## config.mk

```make
export PLATFORM = sky130hd
export DESIGN_NAME = vga_timing_gen_param
export DESIGN_NICKNAME = d
export VERILOG_FILES = /design/src/rtl/vga_pkg.sv /design/src/rtl/vga_axis_counter.sv /design/src/rtl/vga_timing_gen_param.sv
export SDC_FILE = /design/constraint.sdc
export NUM_CORES = 1
export LEC_CHECK = 0
export ABC_AREA = 1
export CAP_MARGIN = 0
export CORE_UTILIZATION = 42
export CTS_CLUSTER_SIZE = 10
export DETAILED_ROUTE_END_ITERATION = 12
export PLACE_DENSITY_LB_ADDON = 0.12
export SYNTH_ARGS = -nofsm -noshare
export SYNTH_HDL_FRONTEND = slang
export SYNTH_SLANG_ARGS = --single-unit
```

## constraint.sdc

```tcl
create_clock -name clk -period 6.25 [get_ports clk]
set_clock_uncertainty 0.1 [all_clocks]
set_input_delay 1.5625 -clock clk [delete_from_list [all_inputs] [get_ports clk]]
set_output_delay 1.5625 -clock clk [all_outputs]
set_load 0.02 [all_outputs]
```

## src/rtl/vga_pkg.sv

```systemverilog
// Shared definitions for the parametrised VGA timing generator: pattern
// modes, default 640x480@60 timing and a width helper.
package vga_pkg;

  typedef enum logic [1:0] {
    MODE_BLACK = 2'd0,
    MODE_BARS  = 2'd1,
    MODE_CHECK = 2'd2,
    MODE_SOLID = 2'd3
  } mode_e;

  localparam int unsigned DEF_H_ACTIVE = 640;
  localparam int unsigned DEF_H_FP     = 16;
  localparam int unsigned DEF_H_SYNC   = 96;
  localparam int unsigned DEF_H_BP     = 48;
  localparam int unsigned DEF_V_ACTIVE = 480;
  localparam int unsigned DEF_V_FP     = 10;
  localparam int unsigned DEF_V_SYNC   = 2;
  localparam int unsigned DEF_V_BP     = 33;

  // Bits needed to hold values 0..value-1; never less than 1.
  function automatic int unsigned clog2(input int unsigned value);
    int unsigned w;
    w = 1;
    while ((64'(1) << w) < 64'(value)) w++;
    return w;
  endfunction

endpackage

```

## src/rtl/vga_axis_counter.sv

```systemverilog
// One timing axis: a wrapping position counter plus its visible and sync
// windows. Used once per line (horizontal) and once per frame (vertical).
module vga_axis_counter
  import vga_pkg::*;
#(
  parameter int unsigned ACTIVE = DEF_H_ACTIVE,
  parameter int unsigned FP     = DEF_H_FP,
  parameter int unsigned SYNC   = DEF_H_SYNC,
  parameter int unsigned BP     = DEF_H_BP,
  parameter bit          POL    = 1'b0,
  localparam int unsigned TOTAL = ACTIVE + FP + SYNC + BP,
  localparam int unsigned W     = clog2(TOTAL)
) (
  input  logic         clk,
  input  logic         rst,
  input  logic         tick,
  output logic [W-1:0] count,
  output logic         wrap,
  output logic         active,
  output logic         sync
);

  localparam int unsigned SYNC_FIRST = ACTIVE + FP;
  localparam int unsigned SYNC_LAST  = ACTIVE + FP + SYNC - 1;

  always_ff @(posedge clk) begin
    if (rst) begin
      count <= '0;
    end else if (tick) begin
      count <= wrap ? '0 : count + W'(1);
    end
  end

  // Inclusive upper bounds keep every constant inside W bits.
  assign wrap   = (count == W'(TOTAL - 1));
  assign active = (count <= W'(ACTIVE - 1));
  assign sync   = (count >= W'(SYNC_FIRST) && count <= W'(SYNC_LAST)) ? POL : ~POL;

endmodule

```

## src/rtl/vga_timing_gen_param.sv

```systemverilog
// Parametrised VGA timing generator with pixel clock-enable divider,
// registered sync/data-enable/coordinates and a frame-latched test pattern.
module vga_timing_gen_param
  import vga_pkg::*;
#(
  parameter int unsigned H_ACTIVE   = DEF_H_ACTIVE,
  parameter int unsigned H_FP       = DEF_H_FP,
  parameter int unsigned H_SYNC     = DEF_H_SYNC,
  parameter int unsigned H_BP       = DEF_H_BP,
  parameter int unsigned V_ACTIVE   = DEF_V_ACTIVE,
  parameter int unsigned V_FP       = DEF_V_FP,
  parameter int unsigned V_SYNC     = DEF_V_SYNC,
  parameter int unsigned V_BP       = DEF_V_BP,
  parameter bit          HS_POL     = 1'b0,
  parameter bit          VS_POL     = 1'b0,
  parameter int unsigned CLK_DIV    = 2,
  parameter int unsigned COLOR_W    = 4,
  parameter int unsigned CHECK_LOG2 = 3,
  localparam int unsigned H_TOTAL   = H_ACTIVE + H_FP + H_SYNC + H_BP,
  localparam int unsigned V_TOTAL   = V_ACTIVE + V_FP + V_SYNC + V_BP,
  localparam int unsigned XW        = clog2(H_TOTAL),
  localparam int unsigned YW        = clog2(V_TOTAL)
) (
  input  logic                 clk,
  input  logic                 rst,
  input  logic [1:0]           mode,
  input  logic [3*COLOR_W-1:0] fg_color,
  output logic                 h_sync,
  output logic                 v_sync,
  output logic [COLOR_W-1:0]   r_out,
  output logic [COLOR_W-1:0]   g_out,
  output logic [COLOR_W-1:0]   b_out,
  output logic                 de,
  output logic [XW-1:0]        x,
  output logic [YW-1:0]        y,
  output logic                 frame_start,
  output logic                 line_start
);

  localparam int unsigned DW    = clog2(CLK_DIV);
  localparam int unsigned BAR_W = H_ACTIVE / 8;
  localparam int unsigned RGB_W = 3 * COLOR_W;

  logic [DW-1:0]    div;
  logic             tick;
  logic [XW-1:0]    h_cnt;
  logic [YW-1:0]    v_cnt;
  logic             h_wrap, v_wrap, h_act, v_act, h_sync_c, v_sync_c;
  mode_e            active_mode;
  logic [RGB_W-1:0] active_fg;
  logic [RGB_W-1:0] pix;
  logic [2:0]       bar;
  logic             check_on;

  // Pixel clock enable: one tick every CLK_DIV clocks, always high when CLK_DIV is 1.
  assign tick = (div == DW'(CLK_DIV - 1));

  always_ff @(posedge clk) begin
    if (rst || tick) begin
      div <= '0;
    end else begin
      div <= div + DW'(1);
    end
  end

  vga_axis_counter #(
    .ACTIVE(H_ACTIVE), .FP(H_FP), .SYNC(H_SYNC), .BP(H_BP), .POL(HS_POL)
  ) u_h_axis (
    .clk(clk), .rst(rst), .tick(tick),
    .count(h_cnt), .wrap(h_wrap), .active(h_act), .sync(h_sync_c)
  );

  vga_axis_counter #(
    .ACTIVE(V_ACTIVE), .FP(V_FP), .SYNC(V_SYNC), .BP(V_BP), .POL(VS_POL)
  ) u_v_axis (
    .clk(clk), .rst(rst), .tick(tick && h_wrap),
    .count(v_cnt), .wrap(v_wrap), .active(v_act), .sync(v_sync_c)
  );

  // Pattern source for the current pixel, blanked outside the visible area.
  always_comb begin
    pix      = '0;
    bar      = 3'(32'(h_cnt) / BAR_W);
    check_on = 1'((32'(h_cnt) ^ 32'(v_cnt)) >> CHECK_LOG2);
    if (h_act && v_act) begin
      case (active_mode)
        MODE_BARS:  pix = {{COLOR_W{bar[2]}}, {COLOR_W{bar[1]}}, {COLOR_W{bar[0]}}};
        MODE_CHECK: pix = check_on ? active_fg : '0;
        MODE_SOLID: pix = active_fg;
        default:    pix = '0;
      endcase
    end
  end

  // Output register, one pixel behind the counters; strobes last one clk.
  always_ff @(posedge clk) begin
    if (rst) begin
      h_sync      <= ~HS_POL;
      v_sync      <= ~VS_POL;
      de          <= 1'b0;
      x           <= '0;
      y           <= '0;
      r_out       <= '0;
      g_out       <= '0;
      b_out       <= '0;
      frame_start <= 1'b0;
      line_start  <= 1'b0;
      active_mode <= mode_e'(mode);
      active_fg   <= fg_color;
    end else begin
      // Pattern selection only changes on the last pixel of a frame.
      if (tick && h_wrap && v_wrap) begin
        active_mode <= mode_e'(mode);
        active_fg   <= fg_color;
      end
      if (tick) begin
        h_sync                 <= h_sync_c;
        v_sync                 <= v_sync_c;
        de                     <= h_act && v_act;
        x                      <= h_cnt;
        y                      <= v_cnt;
        {r_out, g_out, b_out}  <= pix;
        frame_start            <= (h_cnt == '0) && (v_cnt == '0);
        line_start             <= (h_cnt == '0);
      end else begin
        frame_start <= 1'b0;
        line_start  <= 1'b0;
      end
    end
  end

endmodule

```

==> metrics.txt, run 1 <==
Remaining Overflow, GRT 0; register area 0.00158 mm^2; DR top layer met4; total negative slack 0 ns; Slew HR 60.8%; Core Region 0.00729 mm^2; Sink Count 72; Layout fillers 726; H-tree levels 3; CTS-repair resized insts 0; Worst EP arrival 3.23 ns; DRC violations left 0; endpoints failing setup 0; RSZ-0062 raised after global routing false; # IOs 53; met1 wire length 3460 um; die area 0.00798 mm^2; hold_buf cts 0; Crit. End Element flop; initial antenna violation count 0; Synth Register Bits 72; wire length per cell 13.4 um; register area share after synthesis 49.4%; antenna cells 0; Tot Pwr 929 uW; Hold Fails Final Rpt 0; row count 31; Worst R2R End b_out[2]; Worst Reg2Reg Path Length in Cells 17; Pleak 1.60 nW; initial DRC count 141; Worst-path clk slew 0.07 ns; DRT antenna net count 0; fin crit share 49.1%; hold path depth 2; drt via density 4.87; HP Class reg -> reg; Max FO, Critical Path 9; met2 wire length 3320 um; CP max stage cell clkdlybuf4s50_1; min Tclk post-route 3.07 ns; mapped cell area 0.00320 mm^2; Die Ht 89.3 um; vias in the first global route 2404; global placement routability congestion 0.866; Critical Path Max Stage Delay 0.59 ns; Buffers & Inverters on Critical Path 2; Place WS 2.77 ns; final WL 7190 um; CTS tree yes; Area growth syn-to-layout 25.2%; maximum VDD drop 0.000121 V; multi-input combinational cell area 0.00138 mm^2; Clock Tree Buf Depth 2; total clock buffers created by CTS 9; FF-to-FF Start u_h_axis.count[8]; post-synthesis cell type count 37; Post-DP HPWL 5160 um; postcts setup bufs 0; Yosys warning total 0; largest net degree at the start of global routing 33; layout cells sized above 1 12.1%; Avg Cell Area, Syn 8.45 um^2; worst hold path endpoint x[5]; routed wl met3 295 um; status finished, final reports clean; total track usage 19.5%; root buf cell clkbuf_8; Final #Nets 456; required time of the critical path 6.41 ns; fmax 326 MHz; Net Count, Synth 401; worst skew pair latency 0.34 ns; first-pass GRT wire length 11600 um; Worst Max-Slew Pin Slew 0.588 ns; Initial Utilization 43.9%; fin. max-slew vios 0; pwr/cell area 232 mW/mm^2; Worst Setup Slack, final 3.18 ns; HP Start x[5]; CP Cell Sequence clkdlybuf4s50_1 -> nor3_1 -> nand3_1 -> nor2_1 -> inv_1 -> o21ai_0; Pre-antenna DRT Iters 4; CP Launch Type input pin; die width 89.3 um; Mapped Cells 379; Port Buffer Count 52; critical path class in -> reg; R2R setup slack 3.72 ns; routed via count 2622; max-cap violations 0; delay-heaviest family, CP buffers and inverters
-- cells in the final DEF, fill, tap and decap left out, drive strengths merged, types with 4 or more instances in the layout --
| master | count |
|---|---|
| clkbuf | 10 |
| nand4 | 13 |
| nor2 | 40 |
| nand2 | 94 |
| ha | 6 |
| a21oi | 12 |
| nor3b | 4 |
| edfxtp | 14 |
| clkdlybuf4s50 | 52 |
| o21ai | 34 |
| nand3 | 17 |
| nor3 | 15 |
| dfxtp | 58 |
| inv | 45 |
| xor2 | 5 |
-- through the flow --
stage / util [%] / hold slack, ns / instances / instance area (um^2)
after floorplan: - / 0.383 / 379 / 3200
after global placement: 52.1 / 0.339 / 522 / 3800
after detailed placement: 52.1 / 0.344 / 522 / 3800
after CTS: 55.0 / 0.363 / 538 / 4010
after global routing: 55.0 / 0.381 / 538 / 4010
final: 55.0 / 0.359 / 538 / 4010
-- worst min-delay path, stage by stage (launching register included) --
cell	delay, ns
dfxtp_1	0.33
nand2_1	0.05
o21ai_0	0.05
-- routing by layer --
metal / vias up / global-route usage [%]
li1: 1361 / -
met1: 1193 / 25.3
met2: 57 / 31.9
met3: 11 / 5.08
met4: 0 / 6.49
met5: - / 0
-- cells in the mapped netlist, drive strengths merged --
| library cell | number | area (um^2) |
|---|---|---|
| a31oi | 1 | 6.26 |
| a2111oi | 1 | 8.76 |
| edfxtp | 14 | 420 |
| buf | 1 | 11.3 |
| o21bai | 1 | 7.51 |
| nand4 | 13 | 93.8 |
| o2111ai | 1 | 8.76 |
| nor3b | 4 | 30.0 |
| a211oi | 3 | 22.5 |
| nand2 | 94 | 410 |
| nand3 | 17 | 120 |
| o211ai | 1 | 12.5 |
| dfxtp | 58 | 1160 |
| inv | 45 | 174 |
| a21oi | 12 | 71.3 |
| nor2 | 40 | 179 |
| a41oi | 1 | 8.76 |
| nor4 | 3 | 18.8 |
| o21ai | 34 | 170 |
| clkbuf | 9 | 57.6 |
| nor3 | 15 | 90.1 |
| xor2 | 5 | 43.8 |
| ha | 6 | 75.1 |
-- area by class of cell --
cell class / count / area share, %
sequential: 72 / 39.4
multi-input combinational: 252 / 34.5
timing repair buffer: 54 / 13.4
inverter: 45 / 4.34
clock buffer: 10 / 3.18
tap: 99 / 3.09
clock inverter: 6 / 2.09
-- worst max-delay path by stage --
stage / slack [ns] / depth (start not counted) / to / start
after floorplan: 3.14 / 4 / active_fg[0] / rst
after global placement: 2.88 / 6 / r_out[0] / rst
after detailed placement: 2.77 / 6 / g_out[3] / rst
after CTS: 3.16 / 6 / g_out[3] / rst
after global routing: 3.02 / 6 / r_out[1] / rst
final: 3.18 / 6 / g_out[2] / rst
-- state kept, by name, summed over array words and instances, names as in the netlist --
| name | cells |
|---|---|
| y | 10 |
| line_start | 1 |
| r_out | 4 |
| div | 1 |
| g_out | 4 |
| x | 10 |
| v_sync | 1 |
| active_mode | 2 |
| b_out | 4 |
| u_h_axis.count | 10 |
| h_sync | 1 |
| u_v_axis.count | 10 |
| de | 1 |
| active_fg | 12 |
| frame_start | 1 |
-- where the power goes --
part	switching (mW)	internal (mW)	total, mW
combinational	0.0281	0.0211	0.0493
sequential	0.00530	0.484	0.489
clock	0.168	0.223	0.391
-- cells by family after synthesis --
group                      count (synthesis)  share of synthesized area [%]
xor gates and xnor gates                   5                           1.37
and+or+nand+nor                          186                           29.4
buffers and inverters                     55                           7.58
AOI/OAI and AO/OA                         55                           9.89
DFF                                       72                           49.4
adders and majority gates                  6                           2.34
Note: power is estimated with default switching activity, not from simulation.
==> run 2: changes to the inputs <==
==> constraint.sdc (replaced) <==
create_clock -name clk -period 3 [get_ports clk]
set_clock_uncertainty 0.1 [all_clocks]
set_input_delay 0.75 -clock clk [delete_from_list [all_inputs] [get_ports clk]]
set_output_delay 0.75 -clock clk [all_outputs]
set_load 0.02 [all_outputs]
==> metrics.txt, run 2 (synthesis gave the netlist of run 1 again) <==
status finished, final reports clean; CP max stage cell dfxtp_1; Top reg by flops active_fg; root buf cell clkbuf_8; max-cap violations 0; Sink Count 72; Die Ht 89.3 um; row count 31; total negative slack 0 ns; layout cells sized above 1 12.8%; postcts setup bufs 0; design area 0.00403 mm^2; Hold Fails Final Rpt 0; wire length per cell 12.8 um; total clock buffers created by CTS 9; first-pass GRT wire length 11400 um; CTS tree yes; die width 89.3 um; R2R setup slack 0.48 ns; Buffers & Inverters on Critical Path 3; CP Launch Type flop; fin. max-slew vios 0; pwr/cell area 492 mW/mm^2; antenna cells 0; RSZ-0062 raised after global routing false; critical path's most frequent cell nand2_1; Final #Nets 456; Clock Tree Buf Depth 2; Critical Path Max Stage Delay 0.55 ns; global placement routability congestion 0.869; endpoints failing setup 0; delay-heaviest family, CP simple AND/OR/NAND/NOR gates; non-filler cells, final 538; fin crit share 84.2%; Worst EP arrival 2.66 ns; Max FO, Critical Path 8; most common cell after layout, fill and taps aside nand2_1; total track usage 19.1%; Worst Max-Slew Pin Slew 1.11 ns; commonest non-fill, non-tap cells in the layout nand2_1 (81), dfxtp_1 (58), clkdlybuf4s50_1 (52); Core Region 0.00729 mm^2; drt via density 4.83; DRC violations left 0; fmax 396 MHz; final WL 6910 um; largest net degree at the start of global routing 33; Worst-path clk slew 0.08 ns; die area 0.00798 mm^2; Slew HR 26.1%; required time of the critical path 3.14 ns; worst skew pair latency 0.34 ns; Port Buffer Count 52; initial antenna violation count 0; # IOs 53; Crit. End Element flop; Area growth syn-to-layout 25.7%; hold_buf cts 0; HP Class reg -> reg; Pleak 1.61 nW; DRT antenna net count 0; CTS-repair resized insts 0; maximum VDD drop 0.000341 V; Post-DP HPWL 5120 um; critical path class reg -> reg; Pre-antenna DRT Iters 4; H-tree levels 3; initial DRC count 94; final hold slack 0.356 ns; Area after DPL 0.00380 mm^2; Remaining Overflow, GRT 0; Largest register FFs 12; Layout fillers 712; Initial Utilization 43.9%; vias in the first global route 2371; min Tclk post-route 2.52 ns; placed cell count 522; CP Cell Sequence inv_4 -> nand2_4 -> ha_1 -> inv_1 -> a21oi_4 -> nor2_4 -> nand3_4 -> nand2_2 -> nand2_2 -> inv_2 -> nand2_4 -> nand3_2 -> nand3_1 -> nand2_1 -> nand4_1 -> nand2_2 -> nand2_1 -> nand2_1 -> nand2_1; routed via count 2596
## run 2: worst paths after layout
check                         start        to  cells past startpoint
hold reg to reg            b_out[2]  b_out[2]                      2
setup reg to reg  u_h_axis.count[8]  b_out[3]                     19
hold / removal             b_out[2]  b_out[2]                      2
setup / recovery  u_h_axis.count[8]  b_out[3]                     19
## run 2: where the power goes
group	internal, mW	switching (mW)	leakage [nW]
sequential	1.01	0.0105	0.606
combinational	0.0433	0.0582	0.890
clock	0.477	0.384	0.110
total	1.53	0.453	1.61
## run 2: stage by stage
| step | setup WS, ns | total power [mW] | util (%) |
|---|---|---|---|
| 2_1_floorplan | 0.707 | 1.09 | - |
| 3_3_place_gp | 0.460 | 1.14 | 52.1 |
| 3_5_place_dp | 0.379 | 1.14 | 52.1 |
| 4_1_cts | 0.453 | 2.00 | 55.2 |
| 5_1_grt | 0.303 | 2.06 | 55.2 |
| 6_report | 0.475 | 1.98 | 55.2 |
## run 2: tightest hold or removal path: cells and delay by family (launching register included)
kind,cells,cell delay [ns]
and+or+nand+nor,2,0.10
DFF,1,0.31
## run 2: routing by layer
metal / part of all wire [%] / vias to the layer above / track usage [%] / wire [um]
met3: 4.5 / 7 / 5.45 / 312
met2: 45 / 54 / 29.1 / 3080
met1: 50 / 1177 / 25.7 / 3460
li1: - / 1358 / - / -
met4: 0.91 / 0 / 6.93 / 63
met5: 0 / - / 0 / 0
## run 2: cell type report
class	instances	area [um^2]	share of cell area [%]
Multi-Input combinational cell	252	1380	34.4
Timing Repair Buffer	54	536	13.3
Inverter	45	174	4.32
Tap cell	99	124	3.08
Clock inverter	7	103	2.55
Clock buffer	9	124	3.08
Sequential cell	72	1580	39.3
